`src/rtl/sample_ring_ctrl.sv`:
```
// Ring buffer controller over an external dual-port BRAM, with a 2-entry registered output stage.
// Latency: a sample accepted at edge k is presented on out_valid/out_data after edge k+2.
// Backpressure: in_ready drops when the RAM ring is full or during flush; out_data is held while out_ready is low.
module sample_ring_ctrl #(
  parameter int DATA_WIDTH = 16,
  parameter int ADDR_WIDTH = 10
) (
  input  logic                  clk,
  input  logic                  rst_n,
  input  logic                  in_valid,
  input  logic [DATA_WIDTH-1:0] in_data,
  output logic                  in_ready,
  output logic                  out_valid,
  output logic [DATA_WIDTH-1:0] out_data,
  input  logic                  out_ready,
  input  logic                  flush,
  input  logic                  clr_ovf,
  output logic [ADDR_WIDTH:0]   level,
  output logic                  overflow,
  output logic                  ram_we_a,
  output logic [ADDR_WIDTH-1:0] ram_addr_a,
  output logic [DATA_WIDTH-1:0] ram_data_a,
  output logic                  ram_we_b,
  output logic [ADDR_WIDTH-1:0] ram_addr_b,
  input  logic [DATA_WIDTH-1:0] ram_q_b
);

  localparam logic [ADDR_WIDTH:0] DEPTH   = {1'b1, {ADDR_WIDTH{1'b0}}};
  localparam logic [ADDR_WIDTH:0] PTR_ONE = {{ADDR_WIDTH{1'b0}}, 1'b1};

  logic [ADDR_WIDTH:0]   wr_ptr_q, wr_ptr_d;
  logic [ADDR_WIDTH:0]   rd_ptr_q, rd_ptr_d;
  logic [DATA_WIDTH-1:0] stg0_q, stg0_d;   // oldest output-stage entry
  logic [DATA_WIDTH-1:0] stg1_q, stg1_d;
  logic [1:0]            cnt_q, cnt_d;     // entries held in the output stage
  logic                  inflight_q, inflight_d;
  logic                  ovf_q, ovf_d;
  logic                  rdy_en_q;         // keeps in_ready low until the first edge after reset

  logic       empty, full, accept, pop, issue;
  logic [2:0] slots_after;
  logic [1:0] keep;

  // Handshakes and read-issue decision; a pop this cycle frees a slot so reads can stream at full rate
  always_comb begin
    level       = wr_ptr_q - rd_ptr_q;
    empty       = (level == '0);
    full        = (level == DEPTH);
    in_ready    = rdy_en_q & ~full & ~flush;
    accept      = in_valid & in_ready;
    out_valid   = (cnt_q != 2'd0);
    pop         = out_valid & out_ready;
    slots_after = {1'b0, cnt_q} + {2'b00, inflight_q} - {2'b00, pop};
    issue       = ~empty & ~flush & (slots_after < 3'd2);
  end

  // Next state for pointers, in-flight tracking, output stage and sticky overflow
  always_comb begin
    wr_ptr_d   = wr_ptr_q;
    rd_ptr_d   = rd_ptr_q;
    inflight_d = 1'b0;
    stg0_d     = stg0_q;
    stg1_d     = stg1_q;
    cnt_d      = cnt_q;
    keep       = cnt_q;
    if (flush) begin
      wr_ptr_d = '0;
      rd_ptr_d = '0;
      cnt_d    = '0;
    end else begin
      if (accept) wr_ptr_d = wr_ptr_q + PTR_ONE;
      if (issue)  rd_ptr_d = rd_ptr_q + PTR_ONE;
      inflight_d = issue;
      if (pop) begin
        stg0_d = stg1_q;
        keep   = cnt_q - 2'd1;
      end
      // Read data returning from the RAM lands behind whatever remains after the pop
      if (inflight_q) begin
        if (keep == 2'd0) stg0_d = ram_q_b;
        else              stg1_d = ram_q_b;
        cnt_d = keep + 2'd1;
      end else begin
        cnt_d = keep;
      end
    end
    if (in_valid & ~in_ready & ~flush) ovf_d = 1'b1;
    else if (clr_ovf)                  ovf_d = 1'b0;
    else                               ovf_d = ovf_q;
  end

  // State registers
  always_ff @(posedge clk or negedge rst_n) begin
    if (!rst_n) begin
      wr_ptr_q   <= '0;
      rd_ptr_q   <= '0;
      stg0_q     <= '0;
      stg1_q     <= '0;
      cnt_q      <= '0;
      inflight_q <= 1'b0;
      ovf_q      <= 1'b0;
      rdy_en_q   <= 1'b0;
    end else begin
      wr_ptr_q   <= wr_ptr_d;
      rd_ptr_q   <= rd_ptr_d;
      stg0_q     <= stg0_d;
      stg1_q     <= stg1_d;
      cnt_q      <= cnt_d;
      inflight_q <= inflight_d;
      ovf_q      <= ovf_d;
      rdy_en_q   <= 1'b1;
    end
  end

  assign out_data   = stg0_q;
  assign overflow   = ovf_q;
  assign ram_we_a   = accept;
  assign ram_addr_a = wr_ptr_q[ADDR_WIDTH-1:0];
  assign ram_data_a = in_data;
  assign ram_we_b   = 1'b0;
  assign ram_addr_b = rd_ptr_q[ADDR_WIDTH-1:0];

endmodule

```
`config.mk`:
```
export PLATFORM = sky130hd
export DESIGN_NAME = sample_ring_ctrl
export DESIGN_NICKNAME = d
export VERILOG_FILES = /design/src/rtl/sample_ring_ctrl.sv
export SDC_FILE = /design/constraint.sdc
export NUM_CORES = 1
export LEC_CHECK = 0
export CAP_MARGIN = 20
export CELL_PAD_IN_SITES_DETAIL_PLACEMENT = 1
export CELL_PAD_IN_SITES_GLOBAL_PLACEMENT = 2
export CORE_ASPECT_RATIO = 1.5
export CORE_MARGIN = 4
export CORE_UTILIZATION = 28
export DETAILED_ROUTE_END_ITERATION = 12
export GPL_TIMING_DRIVEN = 0
export PLACE_DENSITY = 0.83
export SLEW_MARGIN = 20
export SYNTH_ARGS = -nofsm -noshare
export SYNTH_HDL_FRONTEND = slang
export SYNTH_SLANG_ARGS = --single-unit
```
`constraint.sdc`:
```
create_clock -name clk -period 3.7 [get_ports clk]
set_clock_uncertainty 0.1 [all_clocks]
set_input_delay 0.37 -clock clk [delete_from_list [all_inputs] [get_ports clk]]
set_output_delay 0.37 -clock clk [all_outputs]
set_load 0.05 [all_outputs]
```
==> impl_metrics.env, run 1 <==
export IMPL_outcome="finished, violations left"
export IMPL_violations="setup timing"
export IMPL_rsz0062_at_grt="yes"
export IMPL_vias=3217
export IMPL_crit_chain="inv_2 -> ha_4 -> inv_2 -> fa_2 -> a21o_1 -> a221oi_2 -> xnor2_1 -> or4b_4 -> nor3b_4 -> buf_6 -> nor2b_4 -> nor2b_4 -> buf_8"
export IMPL_synth_edff_count=0
export IMPL_drt_wl_total_microns=10700
export IMPL_synth_ff_type="dfrtp_1"
export IMPL_end_kind="primary output"
export IMPL_cp_top_family="simple AND/OR/NAND/NOR gates"
export IMPL_firstDrtPassIters=4
export IMPL_fin_crit_ns=3.84
export IMPL_htree_levels=3
export IMPL_ys_seq_area_share_pct=40.9
export IMPL_clkTransAtPathRegs_ns=0.05
export IMPL_start_kind="flip-flop"
export IMPL_r2r_start="wr_ptr_q[0]"
export IMPL_dieArea_sq_um=14800
export IMPL_synth_xor_area_share_pct=2.67
export IMPL_synth_fp_nets=435
export IMPL_cpPeakStageDelay_ns=0.56
export IMPL_chipWidth_microns=101
export IMPL_yosys_area_top_type="dfrtp_1"
export IMPL_cp_num_buf_inv=4
export IMPL_fp_coreArea_sq_um=12600
export IMPL_row_count=50
export IMPL_fin_ws_ns=-0.141
export IMPL_dp_slack_ns=-0.728
export IMPL_synth_compound_area_share_pct=18.0
export IMPL_initial_core_util_pct=28.7
export IMPL_dp_hpwl_microns=8200
export IMPL_cts_tree="built"
export IMPL_crit_path_max_fanout=5
export IMPL_synth_simple_area_share_pct=14.1
export IMPL_placed_cell_area_sq_um=4750
export IMPL_clock_latency_ns=0.32
export IMPL_async_flop_share_pct=100
export IMPL_final_area_sq_um=5260
export IMPL_slew_viol_final=0
export IMPL_place_congestion=0.802
export IMPL_r2r_slack_ns=0.16
export IMPL_area_growth_pct=45.6
export IMPL_slew_headroom_pct=29.4
export IMPL_synthTopCellsByArea="dfrtp_1 (41%), buf_4 (7.9%), mux2_2 (5.3%)"
export IMPL_drtAntennaViolNets=0
export IMPL_wl_per_cell_microns=16.5
export IMPL_clock_path_buffers=2
export IMPL_syn_avg_cell_area_sq_um=9.51
export IMPL_clockRootBuffer="clkbuf_16"
export IMPL_synth_top_cell_area_share_pct=40.9
export IMPL_synth_most_common_cell="dfrtp_1"
export IMPL_powerDensity_nw_per_um2=828
export IMPL_r2r_end="rd_ptr_q[1]"
export IMPL_max_cap_violations=0
export IMPL_synth_warnings=0
export IMPL_overflow=0
export IMPL_grt_pass1_wl_microns=17700
export IMPL_tightestPinTransition_ns=1.05
export IMPL_leakagePower_nw=2.27
export IMPL_nets=545
export IMPL_hold_path_class="in2async"
export IMPL_synth_top_family_by_area="compound AO/OA/AOI/OAI gates"
export IMPL_synth_seq_cells=59
export IMPL_grt_max_degree=54
export IMPL_ff2ff_path_depth=14
export IMPL_yosysUniqueCellTypes=49
export IMPL_cp_depth=13
export IMPL_fmax_mhz=260
export IMPL_synthTopCellsByCount="dfrtp_1 (59), buf_4 (38), a21oi_1 (28), nand2_1 (28), o21ai_0 (27)"
export IMPL_cts_sinks=59
export IMPL_required_ns=3.23
export IMPL_worstSetupPathType="reg2out"
export IMPL_io_buffers=87
export IMPL_ir_worst_vdd_v=0.000462
export IMPL_hold_viol=0
export IMPL_finalSetupViolCount=2
export IMPL_drt_initial_drc_count=106
export IMPL_hold_slack_ns=0.310
export IMPL_ios=106
export IMPL_grtUsageTotal_pct=15.0
export IMPL_drc=0
export IMPL_syn_instance_count=380
export IMPL_cts_made_buffers=9
export IMPL_synth_fa_ha_area_share_pct=6.30
export IMPL_grt_pass1_vias=3551
export IMPL_crit_slowest_cell="or4b_4"
export IMPL_synth_area_sq_um=3610
export IMPL_drive_above_1_share_pct=22.8
export IMPL_antenna_found_initial=0
export IMPL_fin_util_pct=41.9
export IMPL_antennaDiodeCount=0
export IMPL_drt_vias_per_instance=4.94
export IMPL_arrival_ns=3.37
export IMPL_synthMuxAreaShare_pct=5.57
export IMPL_period_share_pct=104
export IMPL_fp_dieH_microns=147
==> worst max-delay path by stage <==
| stage | to | slack, ns | start |
|---|---|---|---|
| global placement | in_ready | -0.69 | wr_ptr_q[0] |
| global route | in_ready | -0.27 | wr_ptr_q[0] |
| finish | in_ready | -0.14 | wr_ptr_q[0] |
| floorplan | in_ready | 0.02 | wr_ptr_q[0] |
| detailed placement | in_ready | -0.73 | wr_ptr_q[0] |
| CTS | in_ready | -0.20 | wr_ptr_q[0] |
==> layer usage <==
layer	GRT usage (%)	up-vias	share of wire [%]
met5	0	-	0
li1	-	1528	-
met4	5.26	0	1.9
met1	16.2	1598	37
met2	27.3	77	55
met3	4.13	14	5.7
==> power by group <==
| part | leakage [nW] | switching, mW | internal [mW] |
|---|---|---|---|
| Combinational | 1.33 | 1.48 | 0.900 |
| Sequential | 0.758 | 0.135 | 0.848 |
| Clock | 0.179 | 0.287 | 0.711 |
| Total | 2.27 | 1.90 | 2.46 |
==> cells in the final DEF (no fill, tap or decap), drive strengths merged, types with 3 or more instances in the layout <==
cell and instances:
clkdlybuf4s50 83, dfrtp 59, buf 56, o21ai 32, a21oi 29, nand2 28, inv 22, clkbuf 22
nor2 17, a22oi 17, mux2 17, ha 15, or3 13, nand3 9, o31ai 7, xnor2 7
or4 6, a21o 5, and3 4, nor3 4, xor2 4, nand2b 3, o21bai 3, bufinv 3
nor2b 3
==> timing repair <==
| item | CTS | global route |
|---|---|---|
| setup buffers | 7 | 3 |
| hold buffers | 1 | 0 |
| resized for setup | 29 | 4 |
| endpoints found under the setup margin | 4 | 6 |
| pin swaps | 10 | 6 |
| endpoints found under the hold margin | 6 | 0 |
==> registers in the layout, indices dropped and copies added, names as in the netlist <==
name / count
rd_ptr_q: 11
overflow: 1
wr_ptr_q: 11
cnt_q: 2
out_data: 16
rdy_en_q: 1
inflight_q: 1
stg1_q: 16
==> worst reg2reg max path, stage by stage (launching register included) <==
cell and delay [ns]:
dfrtp_2 0.42, inv_2 0.07, ha_4 0.12, inv_2 0.03, fa_2 0.33, a21o_1 0.21, a221oi_2 0.32, xnor2_1 0.14
or4b_4 0.56, buf_4 0.16, o31ai_4 0.31, buf_6 0.20, buf_6 0.15, mux2i_1 0.20, nor2_1 0.06
==> cells by family after synthesis <==
| kind of cell | Yosys count |
|---|---|
| muxes | 18 |
| DFF | 59 |
| other | 2 |
| buffers and inverters | 74 |
| adders and majority gates | 17 |
| and+or+nand+nor | 97 |
| xor gates and xnor gates | 11 |
| AOI/OAI and AO/OA | 102 |
==> through the flow <==
step	TNS (ns)	power, mW	instances
finish	-0.173	4.36	651
global route	-0.440	4.64	651
CTS	-0.297	4.38	648
detailed placement	-1.40	3.29	624
global placement	-1.33	3.23	623
floorplan	0	2.58	380
==> layout make-up <==
cell class	instances	area, sq um
fillers	1446	7310
clock buffers	12	267
inverters	22	82.6
repair buffers	99	986
flip-flops and latches	59	1480
plain buffers	52	372
clock inverters	4	95.1
well taps	156	195
multi-input cells	247	1790
(Power assumes the default switching activity.)
==> inputs of run 2 (changes only) <==
--- a/config.mk
+++ b/config.mk
@@ -5,12 +5,14 @@
 export SDC_FILE = /design/constraint.sdc
 export NUM_CORES = 1
 export LEC_CHECK = 0
+export ABC_CLOCK_PERIOD_IN_PS = 3700
 export CAP_MARGIN = 20
 export CELL_PAD_IN_SITES_DETAIL_PLACEMENT = 1
 export CELL_PAD_IN_SITES_GLOBAL_PLACEMENT = 2
 export CORE_ASPECT_RATIO = 1.5
 export CORE_MARGIN = 4
 export CORE_UTILIZATION = 28
+export CTS_CLUSTER_SIZE = 30
 export DETAILED_ROUTE_END_ITERATION = 12
 export GPL_TIMING_DRIVEN = 0
 export PLACE_DENSITY = 0.83
==> results of run 2 <==
Final layout, timing and power as in run 1 (identical DEF).
==> inputs of run 3 (changes only) <==
--- a/config.mk
+++ b/config.mk
@@ -5,17 +5,19 @@
 export SDC_FILE = /design/constraint.sdc
 export NUM_CORES = 1
 export LEC_CHECK = 0
+export ABC_AREA = 1
 export ABC_CLOCK_PERIOD_IN_PS = 3700
 export CAP_MARGIN = 20
 export CELL_PAD_IN_SITES_DETAIL_PLACEMENT = 1
 export CELL_PAD_IN_SITES_GLOBAL_PLACEMENT = 2
 export CORE_ASPECT_RATIO = 1.5
 export CORE_MARGIN = 4
-export CORE_UTILIZATION = 28
+export CORE_UTILIZATION = 27
+export CTS_CLUSTER_DIAMETER = 50
 export CTS_CLUSTER_SIZE = 30
 export DETAILED_ROUTE_END_ITERATION = 12
 export GPL_TIMING_DRIVEN = 0
-export PLACE_DENSITY = 0.83
+export PLACE_DENSITY = 0.85
 export SLEW_MARGIN = 20
 export SYNTH_ARGS = -nofsm -noshare
 export SYNTH_HDL_FRONTEND = slang
==> run 3 against run 2 <==
Against the previous run: the run now ends clean; design area up 3.3%; clock power down 16%; total power down 9.0%; global-route usage up 0.51 points; core utilization down 4.4 points; final cell count up 31%; critical endpoint is now ram_we_a.
==> impl_metrics.env, run 3 <==
export IMPL_p_seq_share_pct=24.9
export IMPL_cp_num_buf_inv=4
export IMPL_synth_warnings=0
export IMPL_required_ns=3.23
export IMPL_slew_headroom_pct=55.2
export IMPL_io_buffers=87
export IMPL_drt_vias_per_instance=4.51
export IMPL_cpPeakStageDelay_ns=0.45
export IMPL_placed_cell_area_sq_um=5110
export IMPL_clockRootBuffer="clkbuf_16"
export IMPL_start_kind="flip-flop"
export IMPL_wl_per_cell_microns=14.4
export IMPL_tightestPinTransition_ns=0.671
export IMPL_leakagePower_nw=2.72
export IMPL_synth_area_sq_um=3970
export IMPL_grt_max_degree=45
export IMPL_ios=106
export IMPL_hold_viol=0
export IMPL_powerDensity_nw_per_um2=730
export IMPL_ff2ff_path_depth=14
export IMPL_fin_ws_ns=0.279
export IMPL_fp_coreArea_sq_um=14500
export IMPL_p_switching_mw=1.88
export IMPL_crit_top_cell="inv_1"
export IMPL_worstSetupPathType="reg2out"
export IMPL_rsz0062_at_grt="no"
export IMPL_synthTopCellsByCount="nand2_1 (119), inv_1 (98), dfrtp_1 (59), o21ai_0 (56), nand3_1 (42)"
export IMPL_vias=3833
export IMPL_grt_pass1_vias=4132
export IMPL_synthTopCellsByArea="dfrtp_1 (37%), nand2_1 (11%), inv_1 (9.3%)"
export IMPL_wl_met3_microns=399
export IMPL_htree_levels=3
export IMPL_drt_wl_total_microns=12300
export IMPL_synth_most_common_cell="nand2_1"
export IMPL_final_area_sq_um=5430
export IMPL_r2r_slack_ns=0.36
export IMPL_fin_crit_ns=3.42
export IMPL_wl_met2_microns=6800
export IMPL_initial_core_util_pct=27.3
export IMPL_grt_pass1_wl_microns=20500
export IMPL_cts_setup_buffers=0
export IMPL_period_share_pct=92.5
export IMPL_row_count=54
export IMPL_hold_slack_ns=0.356
export IMPL_cts_made_buffers=9
export IMPL_dp_slack_ns=-0.180
export IMPL_overflow=0
export IMPL_multi_input_area_sq_um=1780
export IMPL_area_growth_pct=36.8
export IMPL_ys_seq_area_share_pct=37.2
export IMPL_yosys_area_top_type="dfrtp_1"
export IMPL_final_cell_mix="nand2_1 (118), inv_1 (98), clkdlybuf4s50_1 (84), dfrtp_1 (57), o21ai_0 (56)"
export IMPL_antennaDiodeCount=0
export IMPL_firstDrtPassIters=4
export IMPL_end_kind="primary output"
export IMPL_fp_dieH_microns=157
export IMPL_power_frac_clock_pct=21.1
export IMPL_cts_sinks=59
export IMPL_chipWidth_microns=107
export IMPL_r2r_end="rd_ptr_q[7]"
export IMPL_yosysUniqueCellTypes=34
export IMPL_regArea_sq_um=1480
export IMPL_slew_viol_final=0
export IMPL_drc=0
export IMPL_drive_above_1_share_pct=11.9
export IMPL_syn_avg_cell_area_sq_um=7.24
export IMPL_synth_fp_nets=604
export IMPL_r2r_start="cnt_q[1]"
export IMPL_syn_instance_count=549
export IMPL_synth_seq_cells=59
export IMPL_hold_path_class="in2async"
export IMPL_final_cells=850
export IMPL_max_cap_violations=0
export IMPL_pwr_share_comb_pct=54.0
export IMPL_outcome="completed"
export IMPL_crit_chain="inv_1 -> ha_1 -> inv_1 -> fa_1 -> or2_2 -> nor2_1 -> nand3_1 -> nor2_1 -> nand3_1 -> nor2_4 -> nand2_2 -> nand3_4 -> inv_1 -> buf_4"
export IMPL_wl_met1_microns=4790
export IMPL_crit_slowest_cell="fa_1"
export IMPL_clock_latency_ns=0.34
export IMPL_final_common_cell="nand2_1"
export IMPL_fillers=1813
export IMPL_clock_path_buffers=2
export IMPL_synth_ff_type="dfrtp_1"
export IMPL_clkTransAtPathRegs_ns=0.05
export IMPL_async_flop_share_pct=100
export IMPL_arrival_ns=2.95
export IMPL_fmax_mhz=292
export IMPL_ir_worst_vdd_v=0.000423
export IMPL_finalSetupViolCount=0
export IMPL_swShare_pct=47.3
export IMPL_drt_initial_drc_count=100
export IMPL_grtUsageTotal_pct=15.5
export IMPL_p_int_mw=2.09
export IMPL_drtAntennaViolNets=0
export IMPL_antenna_found_initial=0
export IMPL_dp_cells=833
export IMPL_nets=704
export IMPL_synth_top_cell_area_share_pct=37.2
export IMPL_crit_path_max_fanout=5
export IMPL_dp_hpwl_microns=9720
export IMPL_dieArea_sq_um=16800
export IMPL_cp_top_family="simple AND/OR/NAND/NOR gates"
export IMPL_cts_tree="built"
export IMPL_top_layer="met4"
export IMPL_place_congestion=0.856
export IMPL_synth_edff_count=0
[run 3: worst max-delay path by stage]
stage / startpoint / slack [ns] / end / cells past startpoint
6_report: wr_ptr_q[0] / 0.28 / ram_we_a / 14
5_1_grt: wr_ptr_q[0] / 0.007 / ram_we_a / 14
4_1_cts: wr_ptr_q[0] / 0.01 / ram_we_a / 14
3_5_place_dp: wr_ptr_q[0] / -0.18 / ram_we_a / 14
3_3_place_gp: wr_ptr_q[0] / -0.13 / ram_we_a / 14
2_1_floorplan: cnt_q[1] / 0.42 / rd_ptr_q[7] / 14
[run 3: final cells by class]
type,instances,share of cell area [%]
plain buffers,53,6.56
flip-flops and latches,59,27.2
multi-input cells,336,32.8
inverters,101,6.98
repair buffers,89,16.5
clock inverters,5,0.967
clock buffers,11,4.47
well taps,196,4.51
[run 3: power by group through the flow]
stage          logic, mW  clock network [mW]  registers (mW)
2_1_floorplan       1.16                   0            1.27
3_3_place_gp        2.10                   0           0.978
3_5_place_dp        2.15                   0           0.988
4_1_cts             2.17               0.859           0.984
5_1_grt             2.35               0.886            1.02
6_report            2.14               0.838           0.986
[run 3: kinds of logic (layout without fill, tap and decap cells)]
group           count (synthesis)  count (layout)  synth area share (%)
fa+ha+maj                      17              17                  5.73
xor+xnor                       13              13                  2.87
flops                          59              59                  37.2
other cells                     2               2                 0.189
simple gates                  216             216                  23.6
buf+inv                       154             259                  18.5
compound gates                 88              88                  11.9
[run 3: stage by stage]
step	setup TNS (ns)	total power [mW]	utilization (%)
final	0	3.97	37.4
after CTS	0	4.01	37.3
after global routing	0	4.25	37.4
after detailed placement	-0.262	3.14	35.2
after floorplan	0	2.43	-
after global placement	-0.179	3.08	35.0
[run 3: layer usage]
layer  up-vias  GRT usage, %
li1       1891             -
met1      1841          16.3
met2        85          30.0
met3        16          2.68
met4         0          6.03
met5         -             0
[run 3: timing repair]
item                                   CTS  global route
endpoints found under the hold margin   15             0
hold buffers                             1             0
gates resized for setup                 11             7
setup endpoints to repair                2            13
cloned                                   0             0
